$ cat src/rtl/draw_board_grid.sv
// Minesweeper grid overlay: draws tile grid, cursor frame and tile colours over a VGA stream.
// Two register stages; all timing fields leave exactly two clocks after they arrive.
module draw_board_grid #(
    parameter int          BOARD_X   = 192,
    parameter int          BOARD_Y   = 44,
    parameter int          TILE_SIZE = 32,
    parameter int          TILES_X   = 16,
    parameter int          TILES_Y   = 16,
    parameter logic [11:0] GRID_RGB  = 12'h444,
    parameter logic [11:0] CUR_RGB   = 12'hff0
) (
    input  logic        clk,
    input  logic        rst,
    input  logic [10:0] i_hcount,
    input  logic [10:0] i_vcount,
    input  logic        i_hsync,
    input  logic        i_vsync,
    input  logic        i_hblnk,
    input  logic        i_vblnk,
    input  logic [11:0] i_rgb,
    output logic [10:0] o_hcount,
    output logic [10:0] o_vcount,
    output logic        o_hsync,
    output logic        o_vsync,
    output logic        o_hblnk,
    output logic        o_vblnk,
    output logic [11:0] o_rgb,
    output logic [7:0]  o_tile_addr,
    input  logic [2:0]  i_tile_data,
    input  logic [3:0]  i_cursor_col,
    input  logic [3:0]  i_cursor_row
);

    localparam int          OW       = $clog2(TILE_SIZE);
    localparam logic [OW-1:0] OFF_LAST = OW'(TILE_SIZE - 1);
    localparam logic [3:0]  COL_LAST = 4'(TILES_X - 1);
    localparam logic [3:0]  ROW_LAST = 4'(TILES_Y - 1);
    localparam logic [10:0] X_START  = 11'(BOARD_X);
    localparam logic [10:0] X_END    = 11'(BOARD_X + TILES_X * TILE_SIZE);
    localparam logic [10:0] Y_START  = 11'(BOARD_Y);
    localparam logic [10:0] Y_END    = 11'(BOARD_Y + TILES_Y * TILE_SIZE);

    logic [10:0]   r_hcount, r_vcount;
    logic          r_hsync, r_vsync, r_hblnk, r_vblnk;
    logic [11:0]   r_rgb;
    logic          r_in_board, r_frame_ok, r_cur_hit;
    logic [OW-1:0] r_xoff, r_yoff;
    logic [3:0]    r_col, r_row;
    logic [7:0]    r_tile_addr;

    logic [10:0]   r_out_hcount, r_out_vcount;
    logic          r_out_hsync, r_out_vsync, r_out_hblnk, r_out_vblnk;
    logic [11:0]   r_out_rgb;

    logic          w_h_in, w_v_in, w_in_board, w_at_left, w_at_top, w_cur_hit, w_frame_ok_next;
    logic [OW-1:0] w_xoff_next, w_yoff_next;
    logic [3:0]    w_col_next, w_row_next;
    logic [7:0]    w_addr_next;
    logic [11:0]   w_tile_rgb, w_rgb_next;

    assign w_h_in     = (i_hcount >= X_START) && (i_hcount < X_END);
    assign w_v_in     = (i_vcount >= Y_START) && (i_vcount < Y_END);
    assign w_in_board = w_h_in && w_v_in;
    assign w_at_left  = (i_hcount == X_START);
    assign w_at_top   = (i_vcount == Y_START);

    // Column/row tracked by offset counters that wrap per tile; saturate at the last tile.
    always_comb begin
        w_xoff_next     = r_xoff;
        w_col_next      = r_col;
        w_yoff_next     = r_yoff;
        w_row_next      = r_row;
        w_frame_ok_next = r_frame_ok;
        if (w_at_left) begin
            w_xoff_next = '0;
            w_col_next  = '0;
            if (w_at_top) begin
                w_yoff_next     = '0;
                w_row_next      = '0;
                w_frame_ok_next = 1'b1;
            end else if (w_v_in) begin
                if (r_yoff == OFF_LAST) begin
                    w_yoff_next = '0;
                    if (r_row != ROW_LAST)
                        w_row_next = r_row + 4'd1;
                end else begin
                    w_yoff_next = r_yoff + OW'(1);
                end
            end
        end else if (w_in_board) begin
            if (r_xoff == OFF_LAST) begin
                w_xoff_next = '0;
                if (r_col != COL_LAST)
                    w_col_next = r_col + 4'd1;
            end else begin
                w_xoff_next = r_xoff + OW'(1);
            end
        end
    end

    assign w_addr_next = 8'(w_row_next) * 8'(TILES_X) + 8'(w_col_next);
    assign w_cur_hit   = (i_cursor_col == w_col_next) && (i_cursor_row == w_row_next)
                         && ({1'b0, i_cursor_col} < 5'(TILES_X))
                         && ({1'b0, i_cursor_row} < 5'(TILES_Y));

    // r_tile_addr doubles as the board RAM's address register, so tile data lines up with stage 1.
    always_ff @(posedge clk) begin
        if (rst) begin
            r_hcount    <= '0;
            r_vcount    <= '0;
            r_hsync     <= 1'b0;
            r_vsync     <= 1'b0;
            r_hblnk     <= 1'b0;
            r_vblnk     <= 1'b0;
            r_rgb       <= '0;
            r_in_board  <= 1'b0;
            r_frame_ok  <= 1'b0;
            r_cur_hit   <= 1'b0;
            r_xoff      <= '0;
            r_yoff      <= '0;
            r_col       <= '0;
            r_row       <= '0;
            r_tile_addr <= '0;
        end else begin
            r_hcount    <= i_hcount;
            r_vcount    <= i_vcount;
            r_hsync     <= i_hsync;
            r_vsync     <= i_vsync;
            r_hblnk     <= i_hblnk;
            r_vblnk     <= i_vblnk;
            r_rgb       <= i_rgb;
            r_in_board  <= w_in_board;
            r_frame_ok  <= w_frame_ok_next;
            r_cur_hit   <= w_cur_hit;
            r_xoff      <= w_xoff_next;
            r_yoff      <= w_yoff_next;
            r_col       <= w_col_next;
            r_row       <= w_row_next;
            r_tile_addr <= w_addr_next;
        end
    end

    always_comb begin
        case (i_tile_data)
            3'd1:    w_tile_rgb = 12'hccc;
            3'd2:    w_tile_rgb = 12'hf00;
            3'd3:    w_tile_rgb = 12'h000;
            default: w_tile_rgb = 12'h999;
        endcase
        w_rgb_next = w_tile_rgb;
        if (r_hblnk || r_vblnk)
            w_rgb_next = 12'h000;
        else if (!r_in_board || !r_frame_ok)
            w_rgb_next = r_rgb;
        else if ((r_xoff == '0) || (r_yoff == '0))
            w_rgb_next = GRID_RGB;
        else if (r_cur_hit && ((r_xoff == OW'(1)) || (r_xoff == OFF_LAST) ||
                               (r_yoff == OW'(1)) || (r_yoff == OFF_LAST)))
            w_rgb_next = CUR_RGB;
    end

    always_ff @(posedge clk) begin
        if (rst) begin
            r_out_hcount <= '0;
            r_out_vcount <= '0;
            r_out_hsync  <= 1'b0;
            r_out_vsync  <= 1'b0;
            r_out_hblnk  <= 1'b0;
            r_out_vblnk  <= 1'b0;
            r_out_rgb    <= '0;
        end else begin
            r_out_hcount <= r_hcount;
            r_out_vcount <= r_vcount;
            r_out_hsync  <= r_hsync;
            r_out_vsync  <= r_vsync;
            r_out_hblnk  <= r_hblnk;
            r_out_vblnk  <= r_vblnk;
            r_out_rgb    <= w_rgb_next;
        end
    end

    assign o_hcount    = r_out_hcount;
    assign o_vcount    = r_out_vcount;
    assign o_hsync     = r_out_hsync;
    assign o_vsync     = r_out_vsync;
    assign o_hblnk     = r_out_hblnk;
    assign o_vblnk     = r_out_vblnk;
    assign o_rgb       = r_out_rgb;
    assign o_tile_addr = r_tile_addr;

endmodule

$ cat config.mk
export PLATFORM = sky130hd
export DESIGN_NAME = draw_board_grid
export DESIGN_NICKNAME = d
export VERILOG_FILES = /design/src/rtl/draw_board_grid.sv
export SDC_FILE = /design/constraint.sdc
export NUM_CORES = 1
export LEC_CHECK = 0
export CELL_PAD_IN_SITES_DETAIL_PLACEMENT = 1
export CELL_PAD_IN_SITES_GLOBAL_PLACEMENT = 1
export CORE_MARGIN = 3
export CORE_UTILIZATION = 36
export DETAILED_ROUTE_END_ITERATION = 6
export GPL_ROUTABILITY_DRIVEN = 0
export GPL_TIMING_DRIVEN = 0
export PLACE_DENSITY = 0.76
export SLEW_MARGIN = 20
export SYNTH_ARGS = -nofsm -noshare
export SYNTH_HDL_FRONTEND = slang
export SYNTH_SLANG_ARGS = --single-unit
$ cat constraint.sdc
create_clock -name clk -period 3.7 [get_ports clk]
set_clock_uncertainty 0.2 [all_clocks]
set_input_delay 0.74 -clock clk [delete_from_list [all_inputs] [get_ports clk]]
set_output_delay 0.74 -clock clk [all_outputs]
set_load 0.02 [all_outputs]
After elaboration in Yosys (flattened, before gate mapping)
Cells that the tools add are included.
Word-level totals
  output and inout bits: 46
  bits of input ports: 51
  register bits after elaboration: 105
  logic and storage cells: 81
Operators by class
  multiplexer cells: 17
  equal/unequal tests: 13
  $lt $le $gt $ge: 4
  $add $sub $neg: 5
  reductions and logical operators: 20
Operators by type and width (count)
  $mux W12: 3
  $mux W4: 9
  $pmux W12 S3: 1
  $lt A11 B10 Y1 const B: 2
  $mux W5: 4
  $eq A11 B6 Y1 const B: 1
  $eq A11 B8 Y1 const B: 1
  $ge A11 B6 Y1 const B: 1
  $ge A11 B8 Y1 const B: 1
  $add A5 B1 Y5 const B: 2
  $eq A5 B1 Y1 const B: 2
  $eq A5 B5 Y1 const B: 2
  $logic_not A5 Y1: 2
  $add A4 B1 Y4 const B: 2
  $add A8 B4 Y8: 1
  $eq A4 B4 Y1: 2
  $ne A4 B4 Y1 const B: 2
  $eq A3 B2 Y1 const B: 2
  $logic_or A1 B1 Y1: 6
  $logic_and A1 B1 Y1: 5
  $reduce_and A2 Y1: 2
  $reduce_or A2 Y1: 2
  $eq A3 B1 Y1 const B: 1
  $logic_not A1 Y1: 2
  $reduce_bool A2 Y1: 1

Depth between registers and ports, before layout
  depth in word-level cells: 8
  gate-level depth with buffers: 11
  depth with buffers taken out: 11

Worst setup path before layout
No wires, ideal clock.
  path type: input to register
  from: in i_vcount[7]
  to: reg r_cur_hit
  stages on the path: 8
  setup time: 0.088 ns
  arrival: 3.017 ns
  buffers on the path: 0
  slack: 0.395 ns
  cells stage by stage: nor3_4 -> o22ai_2 -> nor4_1 -> a31oi_1 -> a211o_1 -> xnor2_1 -> or4_1 -> nor4_2
On the way
  longest elaborated chain between the ends: 7
Ends and longest elaborated chain
  start, declared: RTL line 15  | input logic [10:0] i_vcount,
  $ge A11 B6 Y1 / $lt A11 B10 Y1 (equally long branches): RTL line 62  | assign w_v_in = (i_vcount >= Y_START) && (i_vcount < Y_END);
  $logic_and A1 B1 Y1: RTL line 62
  $mux W4 / $logic_and A1 B1 Y1 (equally long branches): RTL line 81, 63
  $mux W4 (on tied branches): RTL line 77, 90
  $mux W4: RTL line 74  | if (w_at_left) begin
  $eq A4 B4 Y1: RTL line 102  | assign w_cur_hit = (i_cursor_col == w_col_next) && (i_cursor_row == w_row_next)
  $logic_and A1 B1 Y1 (*): RTL line 102
  end signal, assigned: RTL line 134  | r_cur_hit <= w_cur_hit;
  end, declared: RTL line 46  | logic r_in_board, r_frame_ok, r_cur_hit;
Every way passes the cells marked *; elsewhere a longest branch is shown, timed or not.
A chain may end at the register's enable or synchronous reset.

Worst setup path in the final report
  from: in i_vcount[4]
  to: reg r_cur_hit
The elaborated chain is that of the path after synthesis.

==> key figures <==
Outcome
  – Status: finished clean

Finish
  – Area of the multi-input gates: 0.00163 mm²
  – Share of layout cells above drive strength 1: 7.43%
  – Area growth, synth to finish: 39.8%
  – Register area: 0.00194 mm²
  – N_diodes: 0
  – Nets: 527
  – Filler Cell Count: 1,054
  – Post-route cell area: 0.00497 mm²

Run
  – Max_cap viols: 0

Die
  – Die Height: 105 µm
  – Chip width: 105 µm
  – Initial core utilization: a little under two fifths
  – I/O pins: 97
  – Row cnt: 35
  – Core ar.: 0.00942 mm²
  – Die area: 0.0111 mm²

Routing
  – Residual DRC count: 0
  – WL final: approximately 9300 µm
  – Via count: 2,916
  – Vias per inst: 4.86
  – Initial drt markers: 60
  – Wirelength per Cell: 15.6 µm
  – Pre-Repair DR Iteration Count: 4
  – DRT antenna net count: 0

Critical path
  – Critical Path End: r_cur_hit
  – Critical Path RT: 3.76 ns
  – RR Startpoint: r_yoff[1]
  – Worst-path maximum fanout: 8
  – CP Launch Type: input pin
  – CP Data Arrival Time: 3.48 ns
  – Worst setup path category: input pin to flop
  – Slowest stage delay, CP: 0.56 ns
  – FF-to-FF path depth: 11
  – Crit path max-delay cell type: clkdlybuf4s50_1
  – Crit path from: i_vcount[4]
  – Setup crit end kind: flop
  – R2R setup slack: 0.49 ns
  – R2r endpoint: r_cur_hit
  – Crit-path cells: clkdlybuf4s50_1 -> a21oi_2 -> o211a_2 -> or4_4 -> buf_6 -> nor4b_4 -> a211o_1 -> xnor2_1 -> or4_1 -> nor4_4

STA
  – Fin Hold WS: about 0.22 ns
  – Final setup viols: 0
  – Final hold viol count: 0
  – Rel. slew slack: between 60% and 70%
  – Period Utilization, post-route: 92.4%
  – RSZ-0062 raised after global routing: false
  – Slew Viols, Final: 0
  – Max Clk Rate: about 300 MHz
  – Tmin final: approximately 3.4 ns
  – Slew of the pin with the lowest slew margin: 0.596 ns

Synthesis
  – Yosys Warn Count: 0
  – Yosys cell types: 41
  – Sequential-to-total area share from yosys stat: 54.6%
  – Synth Area per Inst: 9.93 µm²
  – Synthesized instance count: 358
  – Syn Std Cell Area: 0.00356 mm²
  – Syn_nets: 419
  – Flops & latches, synth: 97

Clock tree
  – Total clock sinks: 97
  – H-tree depth: 3
  – CTS root buf: clkbuf_8
  – Reg clk slew, reported paths: ~0.10 ns
  – Worst skew pair latency: 0.36 ns
  – TritonCTS clock tree: built
  – CTS max path bufs: 2
  – Inserted Clock Buffers: 9

Power and ir drop
  – Pwr per Cell Area: 390 mW/mm²
  – Power, Total: ~1.9 mW
  – Peak VDD IR: 158 µV
  – LEAKAGE: 1.84 nW

GRT
  – Largest net degree at the start of global routing: 18
  – First-pass GRT wire length: around 15,000 µm
  – Total grt overflow: 0
  – Vias in the first global route: 2,965
  – Total track usage: 16.9%
  – Initial antenna violation count: 0

Placed design
  – Post-DP Area: 0.00468 mm²
  – Port buffer count: between 90 and 100
  – Final HPWL DP: around 7000 µm

Worst hold path
  – Hold Path Class: flop to flop
-- cell type report --
| class | count | area share [%] |
|---|---|---|
| Sequential cell | 97 | 39.1 |
| Tap cell | 129 | 3.25 |
| Clock buffer | 10 | 2.57 |
| Buffer | 12 | 1.06 |
| Timing Repair Buffer | 98 | 19.6 |
| Multi-Input combinational cell | 240 | 32.8 |
| Clock inverter | 6 | 1.06 |
| Inverter | 8 | 0.604 |
-- synth_stat cells (all sizes together) --
cell type	number	area, µm²
a211o	1	8.76
a211oi	4	30.0
a21oi	24	124
a22o	1	8.76
a22oi	4	30.0
a311o	2	20.0
a311oi	1	8.76
a31oi	4	25.0
a32oi	1	8.76
and2	1	6.26
and3	9	57.6
buf	1	11.3
clkbuf	12	45.0
dfxtp	97	1940
ha	10	125
inv	8	30.0
mux2i	5	50.1
nand2	14	52.6
nand2b	3	18.8
nand3	11	55.1
nand3b	1	7.51
nand4b	2	17.5
nor2	35	131
nor2b	68	425
nor3	7	46.3
nor4	4	31.3
nor4b	3	41.3
nor4bb	2	20.0
o211a	1	10.0
o21ai	6	30.0
o22ai	1	12.5
or3	2	12.5
or4	4	33.8
xnor2	5	43.8
xor2	4	35.0
-- registers in the layout, summed over array words and instances, names as in the netlist --
register and count:
o_hsync 1, o_tile_addr 1, r_hsync 1, o_hblnk 1, r_col 3, r_row 4, o_vblnk 1, r_hcount 11
r_vcount 11, r_hblnk 1, o_vsync 1, r_xoff 5, r_frame_ok 1, r_vblnk 1, r_in_board 1, o_vcount 11
o_hcount 11, o_rgb 12, r_vsync 1, r_yoff 5, r_rgb 12, r_cur_hit 1
-- metal layers --
| layer | share of wire, % | vias to the layer above | track usage (%) |
|---|---|---|---|
| met5 | 0 | - | 0 |
| met4 | 1.2 | 0 | 6.28 |
| met3 | 5.3 | 13 | 3.61 |
| met2 | 49 | 72 | 27.6 |
| met1 | 45 | 1401 | 21.9 |
| li1 | - | 1430 | - |
-- through the flow --
stage / cells / utilization [%] / setup TNS (ns) / setup slack, ns
after global placement: 583 / 49.7 / -0.570 / -0.570
after detailed placement: 583 / 49.7 / -0.647 / -0.620
after floorplan: 358 / - / 0 / 0.395
after global routing: 600 / 52.8 / 0 / 0.0888
final: 600 / 52.8 / 0 / 0.283
after CTS: 599 / 51.7 / 0 / 0.0338
-- repair_timing --
item,CTS,global route
gates cloned,0,0
pin swaps,0,3
setup buffers,0,2
setup endpoints to repair,1,1
hold buffers,0,0
gates resized for setup,2,14
-- critical path, delay by kind of cell --
family / cells / cell delay (ns)
buf+inv: 2 / 0.71
compound gates: 3 / 0.61
simple gates: 4 / 1.35
xor+xnor: 1 / 0.07
-- kinds of logic (layout without fill, tap and decap cells) --
logic type      Yosys count  after routing  synth area share [%]
buf+inv                  21            134                  2.43
flops                    97             97                  54.6
compound gates           50             50                  8.90
xor+xnor                  9              9                  2.22
fa+ha+maj                10             10                  3.52
simple gates            166            166                  26.9
mux                       5              5                  1.41
-- cells in the final DEF (no fill, tap or decap), types with 3 or more instances in the layout --
cell type,instances
a211oi_1,3
a21oi_1,23
a22oi_1,4
a31oi_1,4
and3_1,8
clkbuf_1,12
clkbuf_8,9
clkdlybuf4s50_1,96
clkinvlp_4,4
dfxtp_1,97
ha_1,10
inv_1,8
mux2i_1,5
nand2_1,14
nand2b_1,3
nand3_1,10
nor2_1,35
nor2b_1,68
nor3_1,6
nor4_4,4
o21ai_0,6
xnor2_1,5
xor2_1,4
-- worst min-delay path by stage --
stage                    to  cells past startpoint  slack [ns]    startpoint
2_1_floorplan      o_rgb[1]                      2        0.20      r_rgb[1]
3_3_place_gp       o_rgb[1]                      2        0.20      r_rgb[1]
3_5_place_dp       o_rgb[1]                      2        0.22      r_rgb[1]
4_1_cts            o_rgb[1]                      2        0.23      r_rgb[1]
5_1_grt        o_hcount[10]                      1        0.26  r_hcount[10]
6_report           o_rgb[1]                      2        0.22      r_rgb[1]
-- where the power goes --
group	switching (mW)	total (mW)	internal (mW)
clock network	0.390	0.644	0.254
logic	0.0923	0.201	0.108
registers	0.0106	1.09	1.08
(Power assumes the default switching activity.)
